File: config.mk
export PLATFORM = sky130hd
export DESIGN_NAME = pll_dphase_ctrl
export DESIGN_NICKNAME = d
export VERILOG_FILES = /design/src/rtl/pll_dphase_pkg.sv /design/src/rtl/pll_dphase_pos.sv /design/src/rtl/pll_dphase_ctrl.sv
export SDC_FILE = /design/constraint.sdc
export NUM_CORES = 1
export LEC_CHECK = 0
export ABC_CLOCK_PERIOD_IN_PS = 3190
export BUFFER_PORTS_ARGS = -buffer_cell sky130_fd_sc_hd__buf_2
export CORE_UTILIZATION = 59
export CTS_CLUSTER_DIAMETER = 30
export DETAILED_ROUTE_END_ITERATION = 16
export GPL_ROUTABILITY_DRIVEN = 0
export PLACE_DENSITY = 0.81
export SLEW_MARGIN = 10
export SYNTH_ARGS = -nofsm -noshare
export SYNTH_HDL_FRONTEND = slang
export SYNTH_SLANG_ARGS = --single-unit
export TNS_END_PERCENT = 50
File: constraint.sdc
create_clock -name clk -period 3.19 [get_ports clk]
set_clock_uncertainty 0.15 [all_clocks]
set_input_delay 0.1595 -clock clk [delete_from_list [all_inputs] [get_ports clk]]
set_output_delay 0.1595 -clock clk [all_outputs]
set_load 0.02 [all_outputs]
File: src/rtl/pll_dphase_pkg.sv
// rtl/pll_dphase_pkg.sv - shared types and constants for the PLL dynamic phase-shift sequencer
package pll_dphase_pkg;

  typedef enum logic [2:0] {
    ST_IDLE,
    ST_SETUP,
    ST_PULSE,
    ST_LOAD,
    ST_GAP,
    ST_DONE
  } state_t;

  localparam logic OP_STEP = 1'b0;
  localparam logic OP_LOAD = 1'b1;

  function automatic int max3(input int a, input int b, input int c);
    int m;
    m = (a > b) ? a : b;
    return (m > c) ? m : c;
  endfunction

endpackage

File: src/rtl/pll_dphase_pos.sv
// rtl/pll_dphase_pos.sv - modulo-PERIOD up/down phase position counter for one PLL output
module pll_dphase_pos #(
  parameter int                   PHASE_W = 10,
  parameter logic [PHASE_W-1:0]   PERIOD  = 24
) (
  input  logic               clk,
  input  logic               rst_n,
  input  logic               inc,
  input  logic               dec,
  input  logic               clr,
  output logic [PHASE_W-1:0] pos
);

  localparam logic [PHASE_W-1:0] LAST = PERIOD - 1'b1;

  // Wrap is detected before the add so the counter never leaves [0, PERIOD-1].
  always_ff @(posedge clk or negedge rst_n) begin
    if (!rst_n) begin
      pos <= '0;
    end else if (clr) begin
      pos <= '0;
    end else if (inc) begin
      pos <= (pos == LAST) ? '0 : pos + 1'b1;
    end else if (dec) begin
      pos <= (pos == '0) ? LAST : pos - 1'b1;
    end
  end

endmodule

File: src/rtl/pll_dphase_ctrl.sv
// rtl/pll_dphase_ctrl.sv - sequencer for the EHXPLLL PHASESEL/PHASEDIR/PHASESTEP/PHASELOADREG port
module pll_dphase_ctrl
  import pll_dphase_pkg::*;
#(
  parameter int                     NCH          = 4,
  parameter int                     PHASE_W      = 10,
  parameter int                     CNT_W        = 8,
  parameter logic [NCH*PHASE_W-1:0] PERIOD_STEPS = {NCH{10'd24}},
  parameter int                     SETUP_CYC    = 2,
  parameter int                     PULSE_CYC    = 2,
  parameter int                     GAP_CYC      = 4,
  localparam int                    CHW          = $clog2(NCH) | 1
) (
  input  logic                     clk,
  input  logic                     rst_n,
  input  logic                     req_valid,
  output logic                     req_ready,
  input  logic                     req_op,
  input  logic [CHW-1:0]           req_ch,
  input  logic                     req_dir,
  input  logic [CNT_W-1:0]         req_count,
  output logic                     done,
  output logic                     err,
  output logic [1:0]               phasesel,
  output logic                     phasedir,
  output logic                     phasestep,
  output logic                     phaseloadreg,
  output logic [NCH*PHASE_W-1:0]   pos
);

  localparam int TW = $clog2(max3(SETUP_CYC, PULSE_CYC, GAP_CYC) + 1);

  state_t           state, state_n, start_st;
  logic [TW-1:0]    tmr;
  logic             op_q, dir_q;
  logic [CHW-1:0]   ch_q;
  logic [CNT_W-1:0] rem_q;
  logic             accept, bad_ch, null_req;
  logic             strobe_end, step_fire, load_fire;

  assign accept   = req_valid && req_ready;
  assign bad_ch   = int'(req_ch) >= NCH;
  assign null_req = bad_ch || (req_op == OP_STEP && req_count == '0);
  assign start_st = null_req ? ST_DONE : ST_SETUP;

  assign strobe_end = (state == ST_PULSE || state == ST_LOAD) && tmr == TW'(PULSE_CYC - 1);
  assign step_fire  = strobe_end && state == ST_PULSE;
  assign load_fire  = strobe_end && state == ST_LOAD;

  always_ff @(posedge clk or negedge rst_n) begin
    if (!rst_n) state <= ST_IDLE;
    else        state <= state_n;
  end

  always_comb begin
    state_n = state;
    case (state)
      ST_IDLE:  if (accept) state_n = start_st;
      ST_SETUP: if (tmr == TW'(SETUP_CYC - 1)) state_n = (op_q == OP_LOAD) ? ST_LOAD : ST_PULSE;
      ST_PULSE,
      ST_LOAD:  if (strobe_end) state_n = ST_GAP;
      ST_GAP:   if (tmr == TW'(GAP_CYC - 1)) state_n = (rem_q != '0) ? ST_PULSE : ST_DONE;
      ST_DONE:  state_n = accept ? start_st : ST_IDLE;
      default:  state_n = ST_IDLE;
    endcase
  end

  // Strobes and handshakes are decoded from the next state so every output is a flop.
  always_ff @(posedge clk or negedge rst_n) begin
    if (!rst_n) begin
      tmr          <= '0;
      op_q         <= OP_STEP;
      dir_q        <= 1'b0;
      ch_q         <= '0;
      rem_q        <= '0;
      req_ready    <= 1'b1;
      done         <= 1'b0;
      err          <= 1'b0;
      phasesel     <= '0;
      phasedir     <= 1'b0;
      phasestep    <= 1'b0;
      phaseloadreg <= 1'b0;
    end else begin
      tmr <= (state_n != state) ? '0 : tmr + 1'b1;
      if (accept) begin
        op_q     <= req_op;
        dir_q    <= req_dir;
        ch_q     <= req_ch;
        // LOAD never loops back into PULSE, so it carries no remaining steps.
        rem_q    <= (req_op == OP_LOAD) ? '0 : req_count;
        phasesel <= 2'(req_ch);
        phasedir <= req_dir;
      end else if (step_fire) begin
        rem_q <= rem_q - 1'b1;
      end
      req_ready    <= (state_n == ST_IDLE) || (state_n == ST_DONE);
      done         <= (state_n == ST_DONE);
      err          <= accept && bad_ch;
      phasestep    <= (state_n == ST_PULSE);
      phaseloadreg <= (state_n == ST_LOAD);
    end
  end

  for (genvar i = 0; i < NCH; i++) begin : g_pos
    pll_dphase_pos #(
      .PHASE_W (PHASE_W),
      .PERIOD  (PERIOD_STEPS[i*PHASE_W +: PHASE_W])
    ) u_pos (
      .clk   (clk),
      .rst_n (rst_n),
      .inc   (step_fire && !dir_q && ch_q == CHW'(i)),
      .dec   (step_fire &&  dir_q && ch_q == CHW'(i)),
      .clr   (load_fire),
      .pos   (pos[i*PHASE_W +: PHASE_W])
    );
  end

endmodule
-- After elaboration in Yosys (flattened, before gate mapping)
Cells that the tools add are included.
- register bits: 66
- output and inout port bits: 48
- add/sub/neg operators: 10
- order comparisons: 1
- eq/ne operators: 18
- multiplexer cells: 33
- bitwise logic cells: 1
- reductions and logical operators: 35
- operator list (kind ; number):
    two-way mux 10 bit ; 20
    adder 10 x 1 -> 10 bit, second input constant ; 4
    == test 10 x 5 -> 1 bit, second input constant ; 4
    logical NOT 10 bit ; 4
    subtractor 10 x 1 -> 10 bit, second input constant ; 4
    two-way mux 3 bit ; 8
    two-way mux 8 bit ; 3
    == test 3 x 2 -> 1 bit, second input constant ; 7
    logical AND 1 bit ; 16
    case mux 3 bit (5 select lines) ; 1
    nonzero test 3 bit ; 4
    == test 3 x 1 -> 1 bit, second input constant ; 3
    == test 3 bit, second input constant ; 3
    logical NOT 3 bit ; 3
    logical NOT 8 bit ; 1
    nonzero test 8 bit ; 1
    subtractor 8 x 1 -> 8 bit, second input constant ; 1
    adder 3 x 1 -> 3 bit, second input constant ; 1
    >= comparator 3 bit, second input constant ; 1
    logical OR 1 bit ; 3
    != test 3 bit ; 1
    nonzero test 2 bit ; 1
    OR reduction 2 bit ; 1
    logical NOT 1 bit ; 1
    other kinds (2) ; 2

-- Longest topological paths before layout
- word-level depth: 9
- gate-level depth with buffers: 9
- gate-level depth less buffers: 7

-- Hierarchy
A second synthesis with hierarchy kept.
- cell total of the unflattened synthesis: 536
- area, all modules: 4924.7 um2
- modules (own cells, without submodules) (module ; instances ; cells each ; area an instance (um2) ; sequential area each (um2)):
    pll_dphase_pos ; 4 ; 94 ; 862.1 ; 250.2
    pll_dphase_ctrl ; 1 ; 160 ; 1476.4 ; 601.8

-- Worst setup path after synthesis
OpenSTA, ideal clock, no wires.
- kind: reg-to-reg
- start point: register g_pos[1].u_pos.pos[0]
- end point: register g_pos[1].u_pos.pos[8]
- library setup time: 0.128 ns
- arrival time: 2.072 ns
- required time: 2.912 ns
- setup slack: 0.841 ns
- cell stages (with the launch flop): 9
- period minus slack after synthesis: 2.349 ns
- cell sequence: dfrtp_1 > clkbuf_1 > inv_1 > ha_1 > or4b_2 > o41ai_1 > o211ai_1 > o21ai_0 > o21ai_0
- word-level cells in the longest chain between the ends: 5
- elaborated cells on any way between the ends: 9
- classes of those cells: add/sub: 2; eq/ne: 1; mux: 5; reduce/logical: 1
- RTL lines (item ; RTL line ; RTL):
    start, declared ; pll_dphase_pos.sv:11 ; output logic [PHASE_W-1:0] pos
    start signal, assigned ; pll_dphase_pos.sv:23 ; pos <= (pos == LAST) ? '0 : pos + 1'b1;
    start signal, assigned ; pll_dphase_pos.sv:25 ; pos <= (pos == '0) ? LAST : pos - 1'b1;
    subtractor 10 x 1 -> 10 bit or logical NOT 10 bit (tied branches) ; pll_dphase_pos.sv:25 ;
    two-way mux 10 bit ; pll_dphase_pos.sv:25 ;
    two-way mux 10 bit ; pll_dphase_pos.sv:24 ; end else if (dec) begin
    two-way mux 10 bit * ; pll_dphase_pos.sv:22 ; end else if (inc) begin
    two-way mux 10 bit * ; pll_dphase_pos.sv:20 ; end else if (clr) begin
Every way passes the cells marked *; elsewhere a longest branch is shown, timed or not. The select of a mux whose other input is x is not followed.
A chain may end at the register's enable or synchronous reset.

-- Final worst setup path
- start point: register tmr[1]
- end point: register tmr[1]
- word-level cells in the longest chain between the ends: 6
- elaborated cells on any way between the ends: 10
- classes of those cells: add/sub: 1; eq/ne: 3; mux: 5; reduce/logical: 1
- RTL lines (item ; RTL line ; RTL):
    start, declared ; pll_dphase_ctrl.sv:34 ; logic [TW-1:0] tmr;
    start signal, assigned ; pll_dphase_ctrl.sv:84 ; tmr <= (state_n != state) ? '0 : tmr + 1'b1;
    == test 3 x 1 -> 1 bit ; pll_dphase_ctrl.sv:46, pll_dphase_ctrl.sv:59 ;
    logical AND 1 bit ; pll_dphase_ctrl.sv:46 ; assign strobe_end = (state == ST_PULSE || state == ST_LOAD) && tmr == TW'(PULSE_CYC - 1);
    two-way mux 3 bit ; pll_dphase_ctrl.sv:61 ; ST_LOAD: if (strobe_end) state_n = ST_GAP;
    case mux 3 bit (5 select lines) * ; pll_dphase_ctrl.sv:57 ; case (state)
    net state_n[2] ; pll_dphase_ctrl.sv:33 ; state_t state, state_n, start_st;
    != test 3 bit * ; pll_dphase_ctrl.sv:84 ;
    two-way mux 3 bit * ; pll_dphase_ctrl.sv:84 ;
Mark *: on every way through the listed nets, which the timed path passes. The rest lies on a longest branch.

==> metrics.txt <==
final hold vios 0; Tcrit/Tclk final 85.93%; crit path launch type flip-flop; Max Freq 364.8 MHz; Mapped Nets 606; FFs w/ async S/R, synth 100.0%; Nets 652; largest net degree at the start of global routing 36; Starting Density 62.25%; I/O pins 64; DP Area 5161 µm²; Rows 32; hold wc startpoint req_valid; number of synthesized flops with an enable pin 0; DRC 0; total die area 8690 µm²; synth unique cells 81; Overflow after GRT 0; CTS HTree Levels 3; antenna cells 0; number of port buffers 63; sequential area share after synthesis 32.65%; # hold bufs at CTS 13; final WL 12180 µm; Wirelength per Cell 16.69 µm; Fill cells 614; Crit Path Max Fanout 9; via count 4624; root buf cell clkbuf_8; vias in the first global route 4290; Peak VDD IR 194.9 µV; reg2reg path depth 7; Synth Instances 578; Worst Hold Class input port to flip-flop; Slew Viols, Final 0; status complete, no violations; initial antenna violation count 0; 1st-iter DRT viols 502; Static Leak 2.470 nW; first-pass GRT wire length 20560 µm; WS Path Type flip-flop to flip-flop; Die W 93.22 µm; GRT Util Overall 29.74%; area grow syn2layout 11.57%; clk sinks 64; Max-Slew Margin vs Limit 37.86%; share of layout cells above drive strength 1 18.63%; commonest non-fill, non-tap cells in the layout buf_2, dfrtp_1, o21ai_0, nand2_1, a21oi_1; RSZ-0062 raised after global routing false; Final HPWL DP 8397 µm; Synth area leader dfrtp_1; Final TNS setup 0 ps; Mapped Area 4910 µm²; Die H 93.22 µm; max cap viols 0; Period minus WS final 2741 ps; final setup vio count 0; postcts setup bufs 0; Required @ worst endpoint 3260 ps; Yosys warning count 0; register bit total from synthesis 64; R2R Path Start tmr[1]; commonest non-fill, non-tap cell in the layout buf_2; r2r setup slk 450 ps; largest cells by area after synthesis dfrtp_1, o21ai_0, nand2_1; insertion delay to the later sink of the worst-skew pair 340 ps; drt pass-1 iters 5; CORE AREA 7888 µm²; Hold Path Sink err; DR vias/cell 6.334; antenna-violating nets left 0; cell area after layout 5478 µm²; CTS tree built; Crit Reg-Reg Endpoint tmr[1]; Worst Hold Depth 2; Synth Flop Type dfrtp_1; Longest Clk Path Bufs 2; clock transition at the registers of the reported paths 70 ps; Slew @ Worst Pin 923.6 ps; Worst Setup End Kind flip-flop; CP arrival 2810 ps; PostCTS Resize Cnt 0; PD cells 282.0 nW/µm²; top cell type's share of synthesized area 32.11%; CTS Buf Count 9; syn avg cell area 8.494 µm²
power by group:
part | switching, mW | internal, mW
Combinational | 0.0259 | 0.0195
Sequential | 0 | 0.811
Clock | 0.314 | 0.374
Total | 0.339 | 1.21
area by class of cell:
| class | count | area [µm²] | area share [%] |
|---|---|---|---|
| timing repair buffer | 85 | 513.0 | 9.365 |
| multi-input combinational | 437 | 2945 | 53.77 |
| sequential | 64 | 1604 | 29.28 |
| clock buffer | 11 | 141.4 | 2.581 |
| inverter | 27 | 101.3 | 1.850 |
| tap | 102 | 127.6 | 2.330 |
| clock inverter | 4 | 45.04 | 0.8223 |
cell families after synthesis:
logic type | after synthesis | share of synthesized area (%)
compound gates | 156 | 21.20
xor+xnor | 28 | 4.995
fa+ha+maj | 12 | 3.058
buf+inv | 77 | 7.365
flops | 64 | 32.65
mux | 15 | 3.287
simple gates | 226 | 27.45
layer usage:
metal	track usage [%]	wire, µm
met1	40.19	5342
met4	10.51	197
met5	0	0
met2	49.02	5868
met3	3.902	776
critical path, cell delays in order (launching register included):
cell      delay, ps
dfrtp_1         400
inv_1            70
ha_1            230
nor4bb_4        670
a211oi_2         90
o22ai_1         340
mux2_4          350
nor4_1          330
through the flow:
step | setup slack [ps] | hold WS [ps] | utilization (%) | instances | power [mW]
after floorplan | 840.5 | -286.1 | - | 578 | 0.8294
after global placement | 709.3 | -105.9 | 65.43 | 702 | 0.8587
after CTS | 406.1 | 19.48 | 69.45 | 730 | 1.561
after global routing | 295.3 | 23.98 | 69.45 | 730 | 1.607
after detailed placement | 489.4 | -100.8 | 65.43 | 702 | 0.8597
final | 448.9 | 38.04 | 69.45 | 730 | 1.544
Yosys cell counts (11+ instances only):
| cell | number |
|---|---|
| xnor2_1 | 18 |
| nor2_1 | 31 |
| nor3_1 | 26 |
| nand3_1 | 26 |
| o21ai_0 | 46 |
| dfrtp_1 | 63 |
| nor4_1 | 14 |
| inv_1 | 26 |
| or3_1 | 11 |
| a21oi_1 | 32 |
| nand2_1 | 45 |
| ha_1 | 12 |
| clkbuf_1 | 28 |
registers in the layout (all words and copies together), names as in the netlist:
| signal | cells |
|---|---|
| g_pos.u_pos.pos | 40 |
| phasesel | 1 |
| req_ready | 1 |
| err | 1 |
| done | 1 |
| op_q | 1 |
| state | 3 |
| ch_q | 2 |
| tmr | 3 |
| phasestep | 1 |
| dir_q | 1 |
| phaseloadreg | 1 |
| rem_q | 8 |
how the worst max path moves through the flow:
stage / startpoint / end / slack [ps] / depth (start not counted)
floorplan: g_pos[1].u_pos.pos[0] / g_pos[1].u_pos.pos[8] / 840 / 8
global placement: tmr[1] / tmr[2] / 710 / 7
detailed placement: tmr[1] / tmr[2] / 490 / 7
CTS: tmr[1] / tmr[1] / 410 / 7
global route: tmr[1] / tmr[1] / 300 / 7
finish: tmr[1] / tmr[1] / 450 / 7
No activity file was read; power rests on OpenSTA's default activity.
